--- src/rtl/uart_pkg.sv ---
// Shared UART types and helpers.
// Defining UART_PARITY_EN adds the even-parity state to both FSMs.
package uart_pkg;

  localparam int unsigned SYNC_STAGES = 2;

  typedef enum logic [2:0] {
    TxIdle,
    TxStart,
    TxData,
`ifdef UART_PARITY_EN
    TxParity,
`endif
    TxStop
  } tx_state_t;

  typedef enum logic [2:0] {
    RxIdle,
    RxStart,
    RxData,
`ifdef UART_PARITY_EN
    RxParity,
`endif
    RxStop
  } rx_state_t;

  function automatic int unsigned clks_per_bit(input int unsigned clk_hz,
                                               input int unsigned baud);
    return clk_hz / baud;
  endfunction

endpackage

--- src/rtl/uart_rx_fifo.sv ---
// Receive FIFO: registered pointers with an extra wrap bit to tell full from empty.
// When empty, the read port holds the last word popped.
module uart_rx_fifo #(
  parameter int unsigned Width = 8,
  parameter int unsigned Depth = 4
) (
  input  logic             clk_i,
  input  logic             rst_i,
  input  logic             push_i,
  input  logic [Width-1:0] wdata_i,
  input  logic             pop_i,
  output logic [Width-1:0] rdata_o,
  output logic             valid_o,
  output logic             overrun_o
);

  localparam int unsigned AW = $clog2(Depth);

  logic [Width-1:0] mem_q [Depth];
  logic [AW:0]      wr_ptr_q, rd_ptr_q;
  logic [Width-1:0] last_q;
  logic             empty, full, do_push, do_pop;

  assign empty   = (wr_ptr_q == rd_ptr_q);
  assign full    = (wr_ptr_q[AW] != rd_ptr_q[AW]) && (wr_ptr_q[AW-1:0] == rd_ptr_q[AW-1:0]);
  assign do_pop  = pop_i & ~empty;
  // A pop frees the slot being written, so push-while-full succeeds in that cycle.
  assign do_push = push_i & (~full | do_pop);

  assign overrun_o = push_i & full & ~do_pop;
  assign valid_o   = ~empty;
  assign rdata_o   = empty ? last_q : mem_q[rd_ptr_q[AW-1:0]];

  always_ff @(posedge clk_i) begin
    if (do_push) begin
      mem_q[wr_ptr_q[AW-1:0]] <= wdata_i;
    end
  end

  always_ff @(posedge clk_i or posedge rst_i) begin
    if (rst_i) begin
      wr_ptr_q <= '0;
      rd_ptr_q <= '0;
      last_q   <= '0;
    end else begin
      if (do_push) begin
        wr_ptr_q <= wr_ptr_q + 1'b1;
      end
      if (do_pop) begin
        rd_ptr_q <= rd_ptr_q + 1'b1;
        last_q   <= mem_q[rd_ptr_q[AW-1:0]];
      end
    end
  end

endmodule

--- src/rtl/uart_transceiver.sv ---
// Full-duplex UART: TX serialiser, synchronised RX deserialiser, receive FIFO.
// Optional even parity on both paths when UART_PARITY_EN is defined.
module uart_transceiver
  import uart_pkg::*;
#(
  parameter int unsigned CLOCK_FREQUENCY = 500_000_000,
  parameter int unsigned BAUD_RATE       = 115_200,
  parameter int unsigned DATA_BITS       = 8,
  parameter int unsigned RX_FIFO_DEPTH   = 4
) (
  input  logic                 CLK,
  input  logic                 RST,
  input  logic [DATA_BITS-1:0] TX_DATA,
  input  logic                 TX_VALID,
  output logic                 TX_READY,
  output logic [DATA_BITS-1:0] RX_DATA,
  output logic                 RX_VALID,
  input  logic                 RX_READY,
  output logic                 RX_FRAME_ERR,
  output logic                 RX_OVERRUN,
  output logic                 UART_TX_DSER,
  input  logic                 UART_RX_DSER
);

  localparam int unsigned CLKS_PER_BIT = clks_per_bit(CLOCK_FREQUENCY, BAUD_RATE);
  localparam int unsigned HALF_BIT     = CLKS_PER_BIT / 2;
  localparam int unsigned CNT_W        = $clog2(CLKS_PER_BIT);
  localparam int unsigned IDX_W        = $clog2(DATA_BITS);

  localparam logic [CNT_W-1:0] BIT_LAST  = CNT_W'(CLKS_PER_BIT - 1);
  localparam logic [CNT_W-1:0] HALF_LAST = CNT_W'(HALF_BIT - 1);
  localparam logic [IDX_W-1:0] DATA_LAST = IDX_W'(DATA_BITS - 1);

  if (CLKS_PER_BIT < 8) begin : g_cpb_check
    $error("uart_transceiver: CLOCK_FREQUENCY / BAUD_RATE must be at least 8");
  end
  if (DATA_BITS < 5 || DATA_BITS > 9) begin : g_width_check
    $error("uart_transceiver: DATA_BITS must be 5..9");
  end
  if (RX_FIFO_DEPTH < 2 || (RX_FIFO_DEPTH & (RX_FIFO_DEPTH - 1)) != 0) begin : g_depth_check
    $error("uart_transceiver: RX_FIFO_DEPTH must be a power of two >= 2");
  end

  // ---------------- Transmitter ----------------
  tx_state_t            tx_state_q, tx_state_d;
  logic [CNT_W-1:0]     tx_cnt_q, tx_cnt_d;
  logic [IDX_W-1:0]     tx_idx_q, tx_idx_d;
  logic [DATA_BITS-1:0] tx_shift_q, tx_shift_d;
  logic                 tx_line_q, tx_line_d;
  logic                 tx_bit_end;
`ifdef UART_PARITY_EN
  logic                 tx_par_q, tx_par_d;
`endif

  assign tx_bit_end   = (tx_cnt_q == BIT_LAST);
  assign TX_READY     = (tx_state_q == TxIdle);
  assign UART_TX_DSER = tx_line_q;

  always_comb begin
    tx_state_d = tx_state_q;
    tx_cnt_d   = tx_cnt_q;
    tx_idx_d   = tx_idx_q;
    tx_shift_d = tx_shift_q;
    tx_line_d  = tx_line_q;
`ifdef UART_PARITY_EN
    tx_par_d   = tx_par_q;
`endif
    if (tx_state_q != TxIdle) begin
      tx_cnt_d = tx_bit_end ? '0 : tx_cnt_q + 1'b1;
    end
    unique case (tx_state_q)
      TxIdle: begin
        if (TX_VALID) begin
          tx_state_d = TxStart;
          tx_shift_d = TX_DATA;
          tx_cnt_d   = '0;
          tx_line_d  = 1'b0;
`ifdef UART_PARITY_EN
          tx_par_d   = ^TX_DATA;
`endif
        end
      end
      TxStart: begin
        if (tx_bit_end) begin
          tx_state_d = TxData;
          tx_idx_d   = '0;
          tx_line_d  = tx_shift_q[0];
        end
      end
      TxData: begin
        if (tx_bit_end) begin
          if (tx_idx_q == DATA_LAST) begin
`ifdef UART_PARITY_EN
            tx_state_d = TxParity;
            tx_line_d  = tx_par_q;
`else
            tx_state_d = TxStop;
            tx_line_d  = 1'b1;
`endif
          end else begin
            tx_idx_d   = tx_idx_q + 1'b1;
            tx_shift_d = tx_shift_q >> 1;
            tx_line_d  = tx_shift_q[1];
          end
        end
      end
`ifdef UART_PARITY_EN
      TxParity: begin
        if (tx_bit_end) begin
          tx_state_d = TxStop;
          tx_line_d  = 1'b1;
        end
      end
`endif
      TxStop: begin
        if (tx_bit_end) begin
          tx_state_d = TxIdle;
        end
      end
      default: begin
        tx_state_d = TxIdle;
        tx_line_d  = 1'b1;
      end
    endcase
  end

  always_ff @(posedge CLK or posedge RST) begin
    if (RST) begin
      tx_state_q <= TxIdle;
      tx_cnt_q   <= '0;
      tx_idx_q   <= '0;
      tx_shift_q <= '0;
      tx_line_q  <= 1'b1;
`ifdef UART_PARITY_EN
      tx_par_q   <= 1'b0;
`endif
    end else begin
      tx_state_q <= tx_state_d;
      tx_cnt_q   <= tx_cnt_d;
      tx_idx_q   <= tx_idx_d;
      tx_shift_q <= tx_shift_d;
      tx_line_q  <= tx_line_d;
`ifdef UART_PARITY_EN
      tx_par_q   <= tx_par_d;
`endif
    end
  end

  // ---------------- Receiver ----------------
  logic [SYNC_STAGES-1:0] rx_sync_q;
  logic                   rx_in, rx_prev_q, rx_fall;
  rx_state_t              rx_state_q, rx_state_d;
  logic [CNT_W-1:0]       rx_cnt_q, rx_cnt_d;
  logic [IDX_W-1:0]       rx_idx_q, rx_idx_d;
  logic [DATA_BITS-1:0]   rx_shift_q, rx_shift_d;
  logic                   rx_bit_end, rx_push, rx_par_ok;
  logic                   frame_err_d, frame_err_q, fifo_overrun, overrun_q;
`ifdef UART_PARITY_EN
  logic                   rx_par_ok_q, rx_par_ok_d;
  assign rx_par_ok = rx_par_ok_q;
`else
  assign rx_par_ok = 1'b1;
`endif

  assign rx_in      = rx_sync_q[SYNC_STAGES-1];
  assign rx_fall    = rx_prev_q & ~rx_in;
  assign rx_bit_end = (rx_cnt_q == BIT_LAST);

  always_comb begin
    rx_state_d  = rx_state_q;
    rx_cnt_d    = rx_cnt_q;
    rx_idx_d    = rx_idx_q;
    rx_shift_d  = rx_shift_q;
    rx_push     = 1'b0;
    frame_err_d = 1'b0;
`ifdef UART_PARITY_EN
    rx_par_ok_d = rx_par_ok_q;
`endif
    if (rx_state_q != RxIdle) begin
      rx_cnt_d = rx_bit_end ? '0 : rx_cnt_q + 1'b1;
    end
    unique case (rx_state_q)
      RxIdle: begin
        if (rx_fall) begin
          rx_state_d = RxStart;
          rx_cnt_d   = '0;
        end
      end
      RxStart: begin
        // Mid-start check; a high line here was a glitch and is dropped silently.
        if (rx_cnt_q == HALF_LAST) begin
          rx_cnt_d   = '0;
          rx_idx_d   = '0;
          rx_state_d = rx_in ? RxIdle : RxData;
        end
      end
      RxData: begin
        if (rx_bit_end) begin
          rx_shift_d = {rx_in, rx_shift_q[DATA_BITS-1:1]};
          if (rx_idx_q == DATA_LAST) begin
`ifdef UART_PARITY_EN
            rx_state_d = RxParity;
`else
            rx_state_d = RxStop;
`endif
          end else begin
            rx_idx_d = rx_idx_q + 1'b1;
          end
        end
      end
`ifdef UART_PARITY_EN
      RxParity: begin
        if (rx_bit_end) begin
          rx_par_ok_d = (rx_in == ^rx_shift_q);
          rx_state_d  = RxStop;
        end
      end
`endif
      RxStop: begin
        if (rx_bit_end) begin
          rx_state_d = RxIdle;
          if (rx_in && rx_par_ok) begin
            rx_push = 1'b1;
          end else begin
            frame_err_d = 1'b1;
          end
        end
      end
      default: rx_state_d = RxIdle;
    endcase
  end

  always_ff @(posedge CLK or posedge RST) begin
    if (RST) begin
      rx_sync_q   <= '1;
      rx_prev_q   <= 1'b1;
      rx_state_q  <= RxIdle;
      rx_cnt_q    <= '0;
      rx_idx_q    <= '0;
      rx_shift_q  <= '0;
      frame_err_q <= 1'b0;
      overrun_q   <= 1'b0;
`ifdef UART_PARITY_EN
      rx_par_ok_q <= 1'b0;
`endif
    end else begin
      rx_sync_q   <= {rx_sync_q[SYNC_STAGES-2:0], UART_RX_DSER};
      rx_prev_q   <= rx_in;
      rx_state_q  <= rx_state_d;
      rx_cnt_q    <= rx_cnt_d;
      rx_idx_q    <= rx_idx_d;
      rx_shift_q  <= rx_shift_d;
      frame_err_q <= frame_err_d;
      overrun_q   <= fifo_overrun;
`ifdef UART_PARITY_EN
      rx_par_ok_q <= rx_par_ok_d;
`endif
    end
  end

  assign RX_FRAME_ERR = frame_err_q;
  assign RX_OVERRUN   = overrun_q;

  uart_rx_fifo #(
    .Width (DATA_BITS),
    .Depth (RX_FIFO_DEPTH)
  ) u_rx_fifo (
    .clk_i     (CLK),
    .rst_i     (RST),
    .push_i    (rx_push),
    .wdata_i   (rx_shift_q),
    .pop_i     (RX_READY),
    .rdata_o   (RX_DATA),
    .valid_o   (RX_VALID),
    .overrun_o (fifo_overrun)
  );

endmodule

--- config.mk ---
export PLATFORM = sky130hd
export DESIGN_NAME = uart_transceiver
export DESIGN_NICKNAME = d
export VERILOG_FILES = /design/src/rtl/uart_pkg.sv /design/src/rtl/uart_rx_fifo.sv /design/src/rtl/uart_transceiver.sv
export SDC_FILE = /design/constraint.sdc
export NUM_CORES = 1
export LEC_CHECK = 0
export CAP_MARGIN = 15
export CORE_AREA = 2 2 137 139
export DETAILED_ROUTE_END_ITERATION = 7
export DIE_AREA = 0 0 139 141
export SLEW_MARGIN = 20
export SYNTH_ARGS = -nofsm -noshare
export SYNTH_HDL_FRONTEND = slang
export SYNTH_SLANG_ARGS = --single-unit
--- constraint.sdc ---
create_clock -name CLK -period 3.9 [get_ports CLK]
set_input_delay 0.585 -clock CLK [delete_from_list [all_inputs] [get_ports CLK]]
set_output_delay 0.585 -clock CLK [all_outputs]
set_load 0.05 [all_outputs]
**Word level (Yosys, flattened, before mapping)**

Memories as Yosys holds them, arrays and structs flattened.
Cells that the tools add are included.

- Latch bits: 0
- Memory bits (read-only): 0
- Bits in registers: 74
- Bits in writable memories: 32
- Memories: 1
- Logic and storage cells: 122
- Input port bits: 13

Memory list:

| name | words | width | read ports | clocked after memory_dff | wr ports | line | source |
|---|---|---|---|---|---|---|---|
| u_rx_fifo.mem_q | 4 | 8 | 1 | 0 | 1 | uart_rx_fifo.sv:19 | `logic [Width-1:0] mem_q [Depth];` |

- $lt $le $gt $ge: 0
- Mux-type cells: 47
- Add/subtract/negate cells: 6
- Multiply operators: 0
- Reductions and logical operators: 15
- Bitwise gates (word level): 11
- Shifts and indexed selects: 0
- Equality and inequality tests: 26
- Div/mod/pow operators: 0

Operators with widths:

| operator | count |
|---|---|
| $mux 13 | 8 |
| $mux 3 | 15 |
| $mux 8 | 4 |
| $add 13x1->13 const B | 2 |
| $eq 13x13->1 const B | 2 |
| $pmux 13 s2 | 1 |
| $ne 2x2->1 const B | 12 |
| $pmux 3 s4 | 2 |
| $pmux 8 s2 | 1 |
| $reduce_and 4->1 | 4 |
| $eq 13x12->1 const B | 1 |
| $add 3x1->3 const B | 4 |
| $eq 3x2->1 const B | 4 |
| $mux 1 | 12 |
| $pmux 3 s2 | 2 |
| $reduce_and 5->1 | 2 |
| $eq 3x1->1 const B | 2 |
| $eq 3x3->1 const B | 2 |
| $logic_not 3->1 | 2 |
| $reduce_bool 2->1 | 3 |
| $reduce_bool 3->1 | 2 |
| $and 1x1->1 | 5 |
| $not 1->1 | 5 |
| $pmux 1 s4 | 1 |
| 7 further kinds | 7 |

**Depth between registers and ports, before layout**

Gate-level depths: netlist of the first run.

- Word-level depth: 7
- Mapped depth: 7
- Gate-level depth less buffers: 6

**Hierarchy**

From an unflattened synthesis of the first run, not the netlist that was laid out.

- Cells, all modules: 405
- Area, all modules: 5203.7 um2

Modules (own cells, without submodules):

| module | cells each | sequential area each (um2) | area each (um2) | instances |
|---|---|---|---|---|
| uart_transceiver | 296 | 1456.4 | 3126.7 | 1 |
| uart_rx_fifo | 109 | 1311.3 | 2077.0 | 1 |

**Least setup slack after synthesis of the first run**

OpenSTA, ideal clock, no wires.

- Path kind: reg2reg
- Start point: register tx_state_q[0]
- End point: register tx_state_q[1]
- Data arrival time: 2112 ps
- Cell stages (with the launch flop): 8
- Setup slack: 1663 ps
- Buffers on the path: 1
- Period minus slack after synthesis: 2237 ps
- Path through: dfrtp_1 > inv_1 > ha_1 > nor2b_1 > clkbuf_1 > nor3b_1 > a31oi_1 > mux2_2

- Cells in the longest elaborated chain, start to end: 3
- Elaborated cells between the ends (all ways): 11
- Classes of those cells: eq/ne: 8; mux: 1; reduce/logical: 2

Ends and longest elaborated chain:

| element | line | source |
|---|---|---|
| from (decl) | uart_transceiver.sv:45 | `tx_state_t tx_state_q, tx_state_d;` |
| from (signal assigned) | uart_transceiver.sv:129 | `tx_state_q <= TxIdle;` |
| from (signal assigned) | uart_transceiver.sv:138 | `tx_state_q <= tx_state_d;` |
| $logic_not 3->1 * | -- |  |
| named net TX_READY | uart_transceiver.sv:15 | `output logic TX_READY,` |
| $ne 2x2->1 (no line) | -- |  |
| $reduce_and 5->1 (no line) | -- |  |

Mark *: on every way through the listed nets, which the timed path passes. The rest lies on a longest branch.
A chain may end at the register's enable or synchronous reset.

**Worst setup path in the final report of the first run**

- Start point: register u_rx_fifo.rd_ptr_q[1]
- End point: output port RX_DATA[1]

- Cells in the longest elaborated chain, start to end: 2
- Elaborated cells between the ends (all ways): 3
- Classes of those cells: eq/ne: 1; mux: 1; memory: 1

Ends and longest elaborated chain:

| element | line | source |
|---|---|---|
| from (decl) | uart_rx_fifo.sv:20 | `logic [AW:0] wr_ptr_q, rd_ptr_q;` |
| from (signal assigned) | uart_rx_fifo.sv:50 | `rd_ptr_q <= rd_ptr_q + 1'b1;` |
| $mem_v2 4x8 / $eq 3x3->1 (equally long branches) | -- |  |
| $mux 8 * | uart_rx_fifo.sv:32 | `assign rdata_o = empty ? last_q : mem_q[rd_ptr_q[AW-1:0]];` |
| to (decl) | uart_transceiver.sv:16 | `output logic [DATA_BITS-1:0] RX_DATA,` |

Mark *: on every way between the ends. The rest lies on a longest branch, timed or not.

==> impl_metrics.py, run 1 <==
metrics = {
    "setup_path": {
        "max_stage_delay_ns": 0.79,
        "cp_data_arrival_time_ns": 2.70,
        "cpLargestDelayFamily": "buffers and inverters",
        "worstPathCellList": "xnor2_1 -> nand3b_1 -> mux2_2 -> clkdlybuf4s50_1",
        "rr_startpoint": "tx_state_q[0]$_DFFE_PP0P_",
        "worstPathRequired_ns": 3.31,
        "critPathBufInv": 1,
        "startpoint_type": "flop",
        "cp-end-kind": "output port",
        "crit_fanout": 11,
        "reg2regPathDepth": 6,
        "r2r_end": "tx_shift_q[1]$_DFFE_PP0P_",
        "path_class": "reg2out",
        "critPathSlowestCell": "clkdlybuf4s50_1",
        "rrSetupSlack_ns": 1.39,
    },
    "final_layout": {
        "stdcell_count": 646,
        "final_cell_mix": "dfrtp_1 (68), mux2_2 (43), edfxtp_1 (32)",
        "utilization_pct": 31.8,
        "drive_above_1_share_pct": 21.1,
        "final_nets": 437,
        "final_common_cell": "dfrtp_1",
        "diodes": 0,
        "seqCellArea_sq_um": 2770,
        "areaGrowthSynthToFinish_pct": 15.7,
        "multi_input_area_sq_um": 2130,
        "fillers": 1829,
    },
    "place": {
        "place_inst": 630,
        "numPortBuffers": 25,
        "dp_hpwl_mm": 6.04,
        "gp_congestion": 0.824,
        "dp_slack_ns": 0.924,
    },
    "route": {
        "vias": 3091,
        "post_drt_wl_per_cell_um": 13.9,
        "ant_nets": 0,
        "drt-vias-per-instance": 4.78,
        "drt-initial-drc-count": 163,
        "drc": 0,
        "drt-total-wl_mm": 8.95,
        "first_pass_iters": 4,
    },
    "grt": {
        "grt_pass1_vias": 3246,
        "grt_pass1_wl_mm": 15.7,
        "antenna_found_initial": 0,
        "grt_max_degree": 73,
        "grt_use_total_pct": 9.72,
        "overflow": 0,
    },
    "timing": {
        "worst_pin_slew_ns": 0.949,
        "rsz0062_at_grt": "no",
        "setup_viol": 0,
        "period_needed_ns": 3.29,
        "fmax_ghz": 0.304,
        "worst_slack_ns": 0.611,
        "relSlewSlack_pct": 36.7,
        "drv_slew": 0,
        "hold_violations": 0,
        "fin_crit_sh_pct": 84.3,
        "final.setup.tns_ns": 0,
        "finClkSkew_ns": 0.00950,
    },
    "synthesis": {
        "synth.distinct_cells": 54,
        "synth_xor_area_share_pct": 2.62,
        "ys_top_cells_by_area": "dfrtp_1 (34%), edfxtp_1 (19%), mux2_2 (9.6%), ha_1 (4.2%), mux4_2 (3.6%)",
        "synth.largest_area_cell": "dfrtp_1",
        "synthSimpleGateAreaFrac_pct": 14.5,
        "syn_nets": 414,
        "post_synth.cell_area_avg_sq_um": 13.1,
        "yosys_warnings": 0,
        "synthAdderAreaFrac_pct": 4.23,
        "syn-cell-area_sq_um": 5020,
        "synthArstFlopShare_pct": 69.2,
        "synth-compound-area-share_pct": 6.08,
        "synth_edf_count": 32,
        "synth_ff_type": "dfrtp_1",
        "synth_top_family_by_area": "multiplexers",
        "syn_inst": 384,
        "synth_top_area_share_pct": 33.9,
        "ys_seq_area_share_pct": 55.1,
        "muxShareOfSynthArea_pct": 14.8,
        "ys_ff_latch": 104,
    },
    "cts": {
        "cts_resized": 0,
        "clk_path_buf_depth": 2,
        "tritoncts": "built",
        "cts_hold_buf": 0,
        "cts.sinks": 104,
        "postCtsSetupBuffers": 0,
        "cts_root_buf": "clkbuf_16",
        "clk_pin_slew_ns": 0.08,
        "cts_buffers": 9,
        "htree_levels": 3,
        "clk_latency_ns": 0.35,
    },
    "worst_hold_path": {
        "hold_class": "reg2reg",
        "hold_start": "rx_sync_q[0]$_DFF_PP1_",
        "holdPathStages": 0,
        "whs_endpoint": "rx_sync_q[1]$_DFF_PP1_",
    },
    "floorplanning": {
        "die_w_um": 139,
        "core_area_sq_um": 18300,
        "die_y_um": 141,
        "start_util_pct": 27.5,
        "ios": 26,
        "num_rows": 50,
        "dieArea_sq_um": 19600,
    },
    "power_and_ir_drop": {
        "p_leak_nw": 2.40,
        "vdd_drop_max_mv": 0.185,
        "p_total_mw": 2.26,
        "power_density_nw_per_um2": 388,
    },
    "flow_run": {
        "drv_cap": 0,
    },
    "run_status": {
        "outcome": "completed",
    },
}
flip-flops by register name, summed over array words and instances, names as in the netlist, 8 cells and up:
register and cells:
tx_cnt_q 13, u_rx_fifo.last_q 8, rx_cnt_q 13, rx_shift_q 8
tx_shift_q 8, u_rx_fifo.mem_q 32
area by class of cell:
class / count / share of cell area, %
clock buffer: 9 / 3.88
clock inverter: 7 / 1.36
inverter: 12 / 0.775
multi-input combinational: 252 / 36.6
sequential: 104 / 47.6
tap: 234 / 5.04
timing repair buffer: 28 / 4.69
metal layers:
layer,wire length [um],part of all wire [%],vias to the layer above,track usage (%)
li1,-,-,1474,-
met1,4190,47,1541,12.1
met2,4320,48,64,16.7
met3,361,4.0,12,2.45
met4,87,0.97,0,2.98
met5,0,0,-,0
power breakdown:
| part | switching [mW] | leakage, nW | total [mW] | internal [mW] |
|---|---|---|---|---|
| Combinational | 0.0737 | 0.949 | 0.138 | 0.0647 |
| Clock | 0.445 | 0.150 | 0.905 | 0.459 |
| Sequential | 0.0543 | 1.30 | 1.21 | 1.16 |
kinds of logic after synthesis:
kind of cell,count (synthesis)
buffers and inverters,28
DFF,104
and+or+nand+nor,114
AOI/OAI and AO/OA,47
muxes,59
adders and majority gates,17
xor gates and xnor gates,15
worst max-delay path by stage:
stage,startpoint,end,slack [ns],depth (start not counted)
after global routing,u_rx_fifo.rd_ptr_q[1]$_DFFE_PP0P_,RX_DATA[3],0.42,4
after CTS,u_rx_fifo.rd_ptr_q[1]$_DFFE_PP0P_,RX_DATA[0],0.54,4
after global placement,u_rx_fifo.rd_ptr_q[1]$_DFFE_PP0P_,RX_DATA[1],0.96,4
final,u_rx_fifo.rd_ptr_q[1]$_DFFE_PP0P_,RX_DATA[1],0.61,4
after detailed placement,u_rx_fifo.rd_ptr_q[1]$_DFFE_PP0P_,RX_DATA[1],0.92,4
after floorplan,RST,RX_FRAME_ERR$_DFF_PP0_,1.50,1
metrics by stage:
stage          hold slack, ns  area (sq um)
2_1_floorplan           0.345          5020
3_3_place_gp            0.347          5500
3_5_place_dp            0.350          5500
4_1_cts                 0.361          5810
5_1_grt                 0.368          5810
6_report                0.361          5810
cells in the mapped netlist (6+ instances only):
library cell,n
dfrtp_1,68
mux2_2,43
edfxtp_1,32
nand2_1,18
nand3_1,18
ha_1,17
nor2_1,17
a21oi_1,14
o21ai_0,13
inv_1,12
nand4_1,10
xnor2_1,9
mux4_2,8
buf_2,7
mux2i_1,7
nor2b_1,7
xor2_1,6
No activity file was read; power rests on OpenSTA's default activity.
==> run 2, diff against run 1 <==
Clock period 3.9 ns to 3.4 ns, I/O delays scaled along.
==> impl_metrics.py, run 2 (synthesis results as in run 1) <==
metrics = {
    "floorplanning": {
        "ios": 26,
        "die_w_um": 139,
        "die_y_um": 141,
        "core_area_sq_um": 18300,
        "dieArea_sq_um": 19600,
        "start_util_pct": 27.5,
        "num_rows": 50,
    },
    "setup_path": {
        "max_stage_delay_ns": 0.79,
        "path_class": "reg2out",
        "critPathSlowestCell": "clkdlybuf4s50_1",
        "r2r_end": "tx_shift_q[6]$_DFFE_PP0P_",
        "startpoint_type": "flop",
        "worstPathRequired_ns": 2.89,
        "cp-end-kind": "output port",
        "rr_startpoint": "tx_state_q[0]$_DFFE_PP0P_",
        "rrSetupSlack_ns": 0.91,
        "cp_data_arrival_time_ns": 2.53,
        "crit_fanout": 11,
        "critPathBufInv": 2,
        "worstPathCellList": "xnor2_1 -> nand3b_1 -> buf_4 -> mux2_2 -> clkdlybuf4s50_1",
        "reg2regPathDepth": 6,
        "cpLargestDelayFamily": "buffers and inverters",
    },
    "route": {
        "vias": 3073,
        "drt-vias-per-instance": 4.74,
        "drt-initial-drc-count": 240,
        "drc": 0,
        "first_pass_iters": 4,
        "drt-total-wl_mm": 9.05,
        "ant_nets": 0,
        "post_drt_wl_per_cell_um": 14.0,
    },
    "worst_hold_path": {
        "whs_endpoint": "rx_sync_q[1]$_DFF_PP1_",
        "holdPathStages": 0,
        "hold_class": "reg2reg",
        "hold_start": "rx_sync_q[0]$_DFF_PP1_",
    },
    "grt": {
        "grt_pass1_wl_mm": 15.5,
        "grt-busiest-layer": "met2",
        "met3_usage_pct": 2.82,
        "antenna_found_initial": 0,
        "grt_max_degree": 73,
        "grt_pass1_vias": 3202,
        "grt_use_total_pct": 9.76,
        "grt_util_met1_pct": 11.7,
        "use_met2_pct": 16.7,
        "overflow": 0,
    },
    "flow_run": {
        "drv_cap": 0,
    },
    "cts": {
        "htree_levels": 3,
        "postCtsSetupBuffers": 0,
        "clk_pin_slew_ns": 0.07,
        "cts_root_buf": "clkbuf_16",
        "clk_latency_ns": 0.35,
        "clk_path_buf_depth": 2,
        "cts_resized": 0,
        "cts.sinks": 104,
        "tritoncts": "built",
        "cts_hold_buf": 0,
        "cts_buffers": 9,
    },
    "run_status": {
        "outcome": "completed",
    },
    "timing": {
        "relSlewSlack_pct": 52.5,
        "fin_crit_sh_pct": 89.6,
        "setup_viol": 0,
        "finClkSkew_ns": 0.00889,
        "worst_slack_ns": 0.355,
        "drv_slew": 0,
        "fmax_ghz": 0.328,
        "worst_pin_slew_ns": 0.710,
        "period_needed_ns": 3.04,
        "hold_violations": 0,
        "rsz0062_at_grt": "no",
        "final.setup.tns_ns": 0,
    },
    "power_and_ir_drop": {
        "vdd_drop_max_mv": 0.302,
        "p_total_mw": 2.58,
        "power_density_nw_per_um2": 443,
        "p_leak_nw": 2.41,
    },
    "final_layout": {
        "utilization_pct": 31.9,
        "diodes": 0,
        "largest_register_ffs": 32,
        "final_cell_mix": "dfrtp_1 (68), mux2_2 (43), edfxtp_1 (32)",
        "final_common_cell": "dfrtp_1",
        "areaGrowthSynthToFinish_pct": 16.0,
        "final_nets": 439,
        "seqCellArea_sq_um": 2770,
        "design_area_sq_um": 5830,
        "multi_input_area_sq_um": 2120,
        "drive_above_1_share_pct": 21.3,
        "fillers": 1824,
    },
    "place": {
        "numPortBuffers": 25,
        "dp_slack_ns": 0.484,
        "gp_congestion": 0.770,
        "dp_hpwl_mm": 6.16,
        "placed_area_sq_um": 5520,
    },
}
-- run 2: cell types whose count changed in the layout (fill, tap and decap cells not counted) --
cell and delta:
a31oi_2 -1, buf_4 +1, clkinv_4 -2, a31oi_1 +1, inv_8 -4, buf_12 +1
clkinv_2 +1, clkinv_8 +1, inv_6 +4
-- run 2: final cells by class --
type	instances	share of cell area [%]
tap	234	5.02
timing repair buffer	30	5.15
clock inverter	7	1.25
multi-input combinational	252	36.4
sequential	104	47.5
clock buffer	9	3.87
inverter	12	0.773
-- run 2: per-stage QoR --
step / hold WS [ns] / std cells
final: 0.358 / 648
after global routing: 0.362 / 648
after CTS: 0.358 / 647
after detailed placement: 0.347 / 631
after global placement: 0.350 / 631
after floorplan: 0.345 / 384
-- run 2: per-layer routing --
layer	up-vias	share of wire (%)	routed length (um)
met5	-	0	0
met4	0	1.7	150
met3	12	3.8	346
met2	49	50	4490
met1	1539	45	4060
li1	1473	-	-
-- run 2: report_power, final --
part           switching (mW)  internal, mW
combinational          0.0821        0.0758
clock                   0.509         0.519
sequential             0.0642          1.33
-- run 2: how the worst max path moves through the flow --
| stage | startpoint | depth (start not counted) | endpoint |
|---|---|---|---|
| final | u_rx_fifo.rd_ptr_q[1]$_DFFE_PP0P_ | 5 | RX_DATA[1] |
| after global routing | u_rx_fifo.rd_ptr_q[1]$_DFFE_PP0P_ | 5 | RX_DATA[3] |
| after CTS | u_rx_fifo.rd_ptr_q[1]$_DFFE_PP0P_ | 4 | RX_DATA[1] |
| after detailed placement | u_rx_fifo.rd_ptr_q[1]$_DFFE_PP0P_ | 4 | RX_DATA[4] |
| after global placement | u_rx_fifo.rd_ptr_q[1]$_DFFE_PP0P_ | 4 | RX_DATA[1] |
| after floorplan | RST | 1 | RX_FRAME_ERR$_DFF_PP0_ |
